### config.mk
export PLATFORM = sky130hd
export DESIGN_NAME = proc_ctrl_seq
export DESIGN_NICKNAME = d
export VERILOG_FILES = /design/src/rtl/proc_ctrl_seq_pkg.sv /design/src/rtl/proc_ctrl_seq_dec3to8.sv /design/src/rtl/proc_ctrl_seq.sv
export SDC_FILE = /design/constraint.sdc
export NUM_CORES = 1
export LEC_CHECK = 0
export BUFFER_PORTS_ARGS = -buffer_cell sky130_fd_sc_hd__buf_2
export CAP_MARGIN = 25
export CORE_ASPECT_RATIO = 0.6
export CORE_MARGIN = 2
export CORE_UTILIZATION = 45
export CTS_BUF_LIST = sky130_fd_sc_hd__clkbuf_16
export DETAILED_ROUTE_END_ITERATION = 12
export GPL_ROUTABILITY_DRIVEN = 0
export MAX_ROUTING_LAYER = met4
export PLACE_DENSITY = 0.75
export SLEW_MARGIN = 10
export SYNTH_ARGS = -nofsm -noshare
export SYNTH_HDL_FRONTEND = slang
export SYNTH_SLANG_ARGS = --single-unit
### constraint.sdc
create_clock -name Clock -period 1.65 [get_ports Clock]
set_input_delay 0.165 -clock Clock [delete_from_list [all_inputs] [get_ports Clock]]
set_output_delay 0.165 -clock Clock [all_outputs]
set_load 0.01 [all_outputs]
### src/rtl/proc_ctrl_seq_pkg.sv
// Shared definitions for the bus-processor control sequencer: opcodes, ALU codes,
// FSM state encoding and the PC register index.
package proc_ctrl_seq_pkg;

  localparam logic [3:0] OP_MV   = 4'b0000;
  localparam logic [3:0] OP_ST   = 4'b0001;
  localparam logic [3:0] OP_MVNZ = 4'b0010;
  localparam logic [3:0] OP_LD   = 4'b0011;
  localparam logic [3:0] OP_MVI  = 4'b0100;
  localparam logic [3:0] OP_ADD  = 4'b0101;
  localparam logic [3:0] OP_SUB  = 4'b0110;
  localparam logic [3:0] OP_OR   = 4'b0111;
  localparam logic [3:0] OP_SLT  = 4'b1000;
  localparam logic [3:0] OP_SLL  = 4'b1001;
  localparam logic [3:0] OP_SRL  = 4'b1010;

  localparam logic [2:0] ALU_ADD = 3'b000;
  localparam logic [2:0] ALU_SUB = 3'b001;
  localparam logic [2:0] ALU_OR  = 3'b010;
  localparam logic [2:0] ALU_SLT = 3'b011;
  localparam logic [2:0] ALU_SLL = 3'b100;
  localparam logic [2:0] ALU_SRL = 3'b101;

  localparam logic [2:0] PC_IDX = 3'd7;

  typedef enum logic [2:0] {
    StIdle,
    StFetch,
    StWaitI,
    StEx1,
    StEx2,
    StEx3,
    StWaitD,
    StWaitW
  } state_e;

  function automatic logic [2:0] alu_op_of(input logic [3:0] op);
    logic [2:0] code;
    case (op)
      OP_SUB:  code = ALU_SUB;
      OP_OR:   code = ALU_OR;
      OP_SLT:  code = ALU_SLT;
      OP_SLL:  code = ALU_SLL;
      OP_SRL:  code = ALU_SRL;
      default: code = ALU_ADD;
    endcase
    return code;
  endfunction

endpackage

### src/rtl/proc_ctrl_seq_dec3to8.sv
// 3-to-8 one-hot decoder with enable; all outputs low when disabled.
module dec3to8 (
  input  logic [2:0] w_i,
  input  logic       en_i,
  output logic [7:0] y_o
);

  always_comb begin
    y_o = '0;
    if (en_i) y_o[w_i] = 1'b1;
  end

endmodule

### src/rtl/proc_ctrl_seq.sv
// Multi-cycle control sequencer for the 16-bit bus processor: fetch, decode, execute,
// with a ready handshake and timeout on every memory wait.
module proc_ctrl_seq
  import proc_ctrl_seq_pkg::*;
#(
  parameter int unsigned WAIT_LIMIT = 255
) (
  input  logic       Clock,
  input  logic       Resetn,
  input  logic       Run,
  input  logic [9:0] IR,
  input  logic       g_nz,
  input  logic       mem_rdy,
  output logic [7:0] reg_out,
  output logic       din_out,
  output logic       g_out,
  output logic [7:0] reg_in,
  output logic       a_in,
  output logic       g_in,
  output logic       ir_in,
  output logic       addr_in,
  output logic       dout_in,
  output logic       w_en,
  output logic       incr_pc,
  output logic [2:0] alu_op,
  output logic       done,
  output logic       err
);

  localparam logic [7:0] WaitLimit = 8'(WAIT_LIMIT);

  state_e     state_q, state_d;
  logic [7:0] wait_cnt_q, wait_cnt_d;
  logic [7:0] x_oh, y_oh;
  logic [3:0] opcode;
  logic       in_wait, timeout;

  assign opcode = IR[9:6];

  dec3to8 u_dec_x (
    .w_i (IR[5:3]),
    .en_i(1'b1),
    .y_o (x_oh)
  );

  dec3to8 u_dec_y (
    .w_i (IR[2:0]),
    .en_i(1'b1),
    .y_o (y_oh)
  );

  assign in_wait = state_q inside {StWaitI, StWaitD, StWaitW};
  assign timeout = in_wait && (wait_cnt_q == WaitLimit);

  // Counter is held at zero outside the wait states, so every wait entry starts fresh.
  always_comb begin
    wait_cnt_d = '0;
    if (in_wait) begin
      wait_cnt_d = (mem_rdy || timeout) ? wait_cnt_q : wait_cnt_q + 8'd1;
    end
  end

  always_comb begin
    state_d = state_q;
    reg_out = '0;
    din_out = 1'b0;
    g_out   = 1'b0;
    reg_in  = '0;
    a_in    = 1'b0;
    g_in    = 1'b0;
    ir_in   = 1'b0;
    addr_in = 1'b0;
    dout_in = 1'b0;
    w_en    = 1'b0;
    incr_pc = 1'b0;
    alu_op  = '0;
    done    = 1'b0;
    err     = 1'b0;

    unique case (state_q)
      StIdle: begin
        if (Run) state_d = StFetch;
      end
      StFetch: begin
        reg_out[PC_IDX] = 1'b1;
        addr_in         = 1'b1;
        incr_pc         = 1'b1;
        state_d         = StWaitI;
      end
      StWaitI: begin
        if (timeout) begin
          done = 1'b1;
          err  = 1'b1;
        end else if (mem_rdy) begin
          ir_in   = 1'b1;
          state_d = StEx1;
        end
      end
      StEx1: begin
        case (opcode)
          OP_MV: begin
            reg_out = y_oh;
            reg_in  = x_oh;
            done    = 1'b1;
          end
          OP_MVNZ: begin
            if (g_nz) begin
              reg_out = y_oh;
              reg_in  = x_oh;
            end
            done = 1'b1;
          end
          OP_MVI: begin
            reg_out[PC_IDX] = 1'b1;
            addr_in         = 1'b1;
            incr_pc         = 1'b1;
            state_d         = StWaitD;
          end
          OP_LD: begin
            reg_out = y_oh;
            addr_in = 1'b1;
            state_d = StWaitD;
          end
          OP_ST: begin
            reg_out = y_oh;
            addr_in = 1'b1;
            state_d = StEx2;
          end
          OP_ADD, OP_SUB, OP_OR, OP_SLT, OP_SLL, OP_SRL: begin
            reg_out = x_oh;
            a_in    = 1'b1;
            state_d = StEx2;
          end
          default: begin
            done = 1'b1;
            err  = 1'b1;
          end
        endcase
      end
      StEx2: begin
        if (opcode == OP_ST) begin
          reg_out = x_oh;
          dout_in = 1'b1;
          state_d = StWaitW;
        end else begin
          reg_out = y_oh;
          g_in    = 1'b1;
          alu_op  = alu_op_of(opcode);
          state_d = StEx3;
        end
      end
      StEx3: begin
        g_out  = 1'b1;
        reg_in = x_oh;
        done   = 1'b1;
      end
      StWaitD: begin
        if (timeout) begin
          done = 1'b1;
          err  = 1'b1;
        end else if (mem_rdy) begin
          din_out = 1'b1;
          reg_in  = x_oh;
          done    = 1'b1;
        end
      end
      StWaitW: begin
        w_en = 1'b1;
        if (timeout) begin
          done = 1'b1;
          err  = 1'b1;
        end else if (mem_rdy) begin
          done = 1'b1;
        end
      end
      default: state_d = StIdle;
    endcase

    if (done) state_d = Run ? StFetch : StIdle;
  end

  always_ff @(posedge Clock or negedge Resetn) begin
    if (!Resetn) begin
      state_q    <= StIdle;
      wait_cnt_q <= '0;
    end else begin
      state_q    <= state_d;
      wait_cnt_q <= wait_cnt_d;
    end
  end

endmodule

==> results.sh <==
export IMPL_finalSetupViolCount=32
export IMPL_drv_cap=0
export IMPL_ios=45
export IMPL_synth_top_area_share_pct=20.1
export IMPL_die_area_mm2=0.00351
export IMPL_area_growth_synth_to_final_pct=77.1
export IMPL_synthMuxAreaShare_pct=2.38
export IMPL_crit_fanout=4
export IMPL_antenna_found_initial=0
export IMPL_yosys_top_cells_area="dfrtp_1 (20%), nor2_1 (6.0%), nand2b_1 (5.9%), o22ai_1 (3.7%), a21oi_1 (3.3%)"
export IMPL_ff2ff_setup_slack_ns=-0.20
export IMPL_initialDrtViolationCount=221
export IMPL_wl_per_cell_um=21.5
export IMPL_p_sw_w=0.00145
export IMPL_ant_nets=0
export IMPL_fin_crit_ns=2.05
export IMPL_fillCellCount=152
export IMPL_grt_pass1_wl_mm=7.78
export IMPL_htreeDepth=1
export IMPL_fin_area_mm2=0.00242
export IMPL_slew_violations=0
export IMPL_power_share_switching_pct=43.9
export IMPL_placed_area_mm2=0.00187
export IMPL_failed_checks="negative setup slack"
export IMPL_cpPeakStageDelay_ns=0.41
export IMPL_ys_types=57
export IMPL_finClkSkew_ns=0.000746
export IMPL_worst_setup_path_start_kind="flip-flop"
export IMPL_num_rows=15
export IMPL_start_util_pct=47.3
export IMPL_die_width_um=75.2
export IMPL_critPathBufInv=2
export IMPL_synth_warnings=0
export IMPL_clockBufferDepth=2
export IMPL_internal_power_w=0.00184
export IMPL_postSynthAreaPerCell_um2=8.00
export IMPL_fin_crit_sh_pct=124
export IMPL_port_buffers=44
export IMPL_grt_total_usage_pct=31.2
export IMPL_regArea_um2=275
export IMPL_worst_pin_slew_ns=0.471
export IMPL_syn_inst=171
export IMPL_numCtsBuffers=3
export IMPL_grt_overflow=0
export IMPL_synth_seq_cells=11
export IMPL_rsz0062_at_grt="yes"
export IMPL_vias_per_cell=6.48
export IMPL_vias=1912
export IMPL_yosysTopAreaCell="dfrtp_1"
export IMPL_core_area_mm2=0.00289
export IMPL_nets=270
export IMPL_power_leakage_nw=1.02
export IMPL_dp_hpwl_mm=3.23
export IMPL_hold_path_class="in -> reg"
export IMPL_peakVddDrop_mv=0.937
export IMPL_drive_gt1_share_pct=61.3
export IMPL_synth_fa_ha_area_share_pct=0.915
export IMPL_clk_latency_ns=0.24
export IMPL_relSlewSlack_pct=68.5
export IMPL_synth_xor_area_share_pct=3.20
export IMPL_die_y_um=46.7
export IMPL_cp_top_family="compound AO/OA/AOI/OAI gates"
export IMPL_synth_compound_area_share_pct=31.8
export IMPL_yosys_area_share_simple_pct=33.9
export IMPL_grt_pass1_vias=1573
export IMPL_num_antenna_cells=0
export IMPL_hold_viol=0
export IMPL_syn_nets=187
export IMPL_critPathArrivalTime_ns=1.89
export IMPL_drtPass1Iterations=5
export IMPL_fin_ws_ns=-0.403
export IMPL_criticalPathCategory="reg -> out"
export IMPL_power_density_mw_per_mm2=1360
export IMPL_fmax_mhz=487
export IMPL_cts_root_buf="clkbuf_16"
export IMPL_drc=0
export IMPL_grt_max_degree=14
export IMPL_clock_sinks=11
export IMPL_pwr_share_comb_pct=74.8
export IMPL_cts_tree="yes"
export IMPL_cp_data_required_time_ns=1.48
export IMPL_wirelength_mm=6.34
export IMPL_synth_top_family_by_area="simple AND/OR/NAND/NOR gates"
export IMPL_clk_pin_slew_ns=0.04
export IMPL_netlist_area_mm2=0.00137
export IMPL_crit_slowest_cell="dfrtp_1"
export IMPL_path_cells="buf_6 -> nand3b_4 -> o32ai_4 -> nand2_2 -> o221ai_2 -> buf_2"
export IMPL_status="finished with violations"
export IMPL_design_power_total_w=0.00329
export IMPL_ys_seq_area_share_pct=20.1
export IMPL_pwr_share_clk_pct=13.5
export IMPL_multi_input_area_mm2=0.00128
export IMPL_end_kind="primary output"
export IMPL_p_seq_share_pct=11.7
[power by group through the flow]
stage | clock network [W] | logic, W | registers (W)
2_1_floorplan | 0 | 0.000943 | 0.000379
3_3_place_gp | 0 | 0.00155 | 0.000371
3_5_place_dp | 0 | 0.00157 | 0.000375
4_1_cts | 0.000445 | 0.00192 | 0.000374
5_1_grt | 0.000450 | 0.00255 | 0.000391
6_report | 0.000443 | 0.00246 | 0.000385
[sequential cells by signal (all words and copies together), names as in the netlist]
signal and cells:
wait_cnt_q 8, state_q 3
[metal layers]
metal / vias to the layer above / global-route usage [%] / wire, um
met4: 0 / 8.77 / 285
met3: 45 / 7.44 / 629
met5: - / - / 0
li1: 794 / - / -
met2: 153 / 44.2 / 2810
met1: 920 / 44.0 / 2620
[kinds of logic after synthesis]
family | Yosys count
AOI/OAI and AO/OA | 50
buffers and inverters | 20
xor gates and xnor gates | 5
adders and majority gates | 1
DFF | 11
muxes | 3
and+or+nand+nor | 81
[layout by cell type, fill, tap and decap left out, types with 3 or more instances in the layout]
cell type,count
buf_2,33
xnor2_1,5
nand2_2,3
nor3_2,3
nor2_4,10
nor2b_1,3
nand2b_1,11
clkbuf_16,3
nor2_1,11
dfrtp_1,11
o22ai_2,8
nand3b_1,3
a211oi_2,4
nand2_1,6
inv_1,6
a21oi_1,7
a31oi_1,3
nand3_1,8
buf_6,26
buf_4,30
a211oi_4,3
[worst register-to-register path: stages, from the launching register on]
cell and delay, ns:
dfrtp_1 0.41, buf_6 0.14, buf_4 0.13, buf_6 0.12, nand2b_4 0.16, a211oi_4 0.27
a211oi_4 0.06, buf_4 0.15, mux2_4 0.29
[through the flow]
| step | setup TNS (ns) | cells | hold slack [ns] | utilization (%) | setup slack [ns] |
|---|---|---|---|---|---|
| floorplan | -0.165 | 171 | -0.131 | - | -0.0585 |
| global placement | -0.732 | 278 | 0.0525 | 64.8 | -0.0906 |
| detailed placement | -1.07 | 278 | 0.0537 | 64.8 | -0.128 |
| CTS | -4.40 | 293 | 0.184 | 74.6 | -0.284 |
| global route | -8.05 | 295 | 0.194 | 83.8 | -0.459 |
| finish | -6.44 | 295 | 0.186 | 83.8 | -0.403 |
[path summary, 6_finish.rpt]
| check | startpoint | end | cells after the start |
|---|---|---|---|
| worst max-delay path | state_q[2] | reg_out[7] | 6 |
| worst min-delay path | Run | state_q[0] | 2 |
| worst max register to register | state_q[2] | state_q[0] | 8 |
| worst min register to register | wait_cnt_q[5] | wait_cnt_q[5] | 2 |
| max in group asynchronous | Resetn | state_q[0] | 2 |
| min in group asynchronous | Resetn | wait_cnt_q[5] | 2 |
[Yosys cell counts (all sizes together)]
cell type  number
a211oi          8
a21o            2
a21oi           9
a311oi          2
a31oi           4
a32o            1
a32oi           1
and2            1
and3            1
and4            1
buf            12
clkbuf          1
dfrtp          11
ha              1
inv             7
mux2            2
mux2i           1
nand2          11
nand2b         13
nand3           8
nand3b          4
nand4           1
nor2           22
nor2b           3
nor3            6
nor3b           1
nor4b           2
o21a            1
o21ai           4
o21bai          2
o221ai          1
o22ai          11
o31ai           1
o32a            1
o32ai           1
o41ai           1
or2             2
or3             2
or3b            2
or4             1
xnor2           5
[layout make-up]
class | instances | share of cell area, %
clock buffer | 3 | 3.10
clock inverter | 1 | 0.155
inverter | 7 | 1.08
multi-input combinational | 140 | 52.7
sequential | 11 | 11.4
tap | 42 | 2.17
timing repair buffer | 91 | 29.4
[timing repair]
action | CTS | global route
pin swaps | 15 | 16
setup endpoints to repair | 27 | 36
hold buffers | 1 | 0
setup buffers | 10 | 5
gates resized for setup | 25 | 54
hold endpoints to repair | 11 | 0
Note: power is estimated with default switching activity, not from simulation.
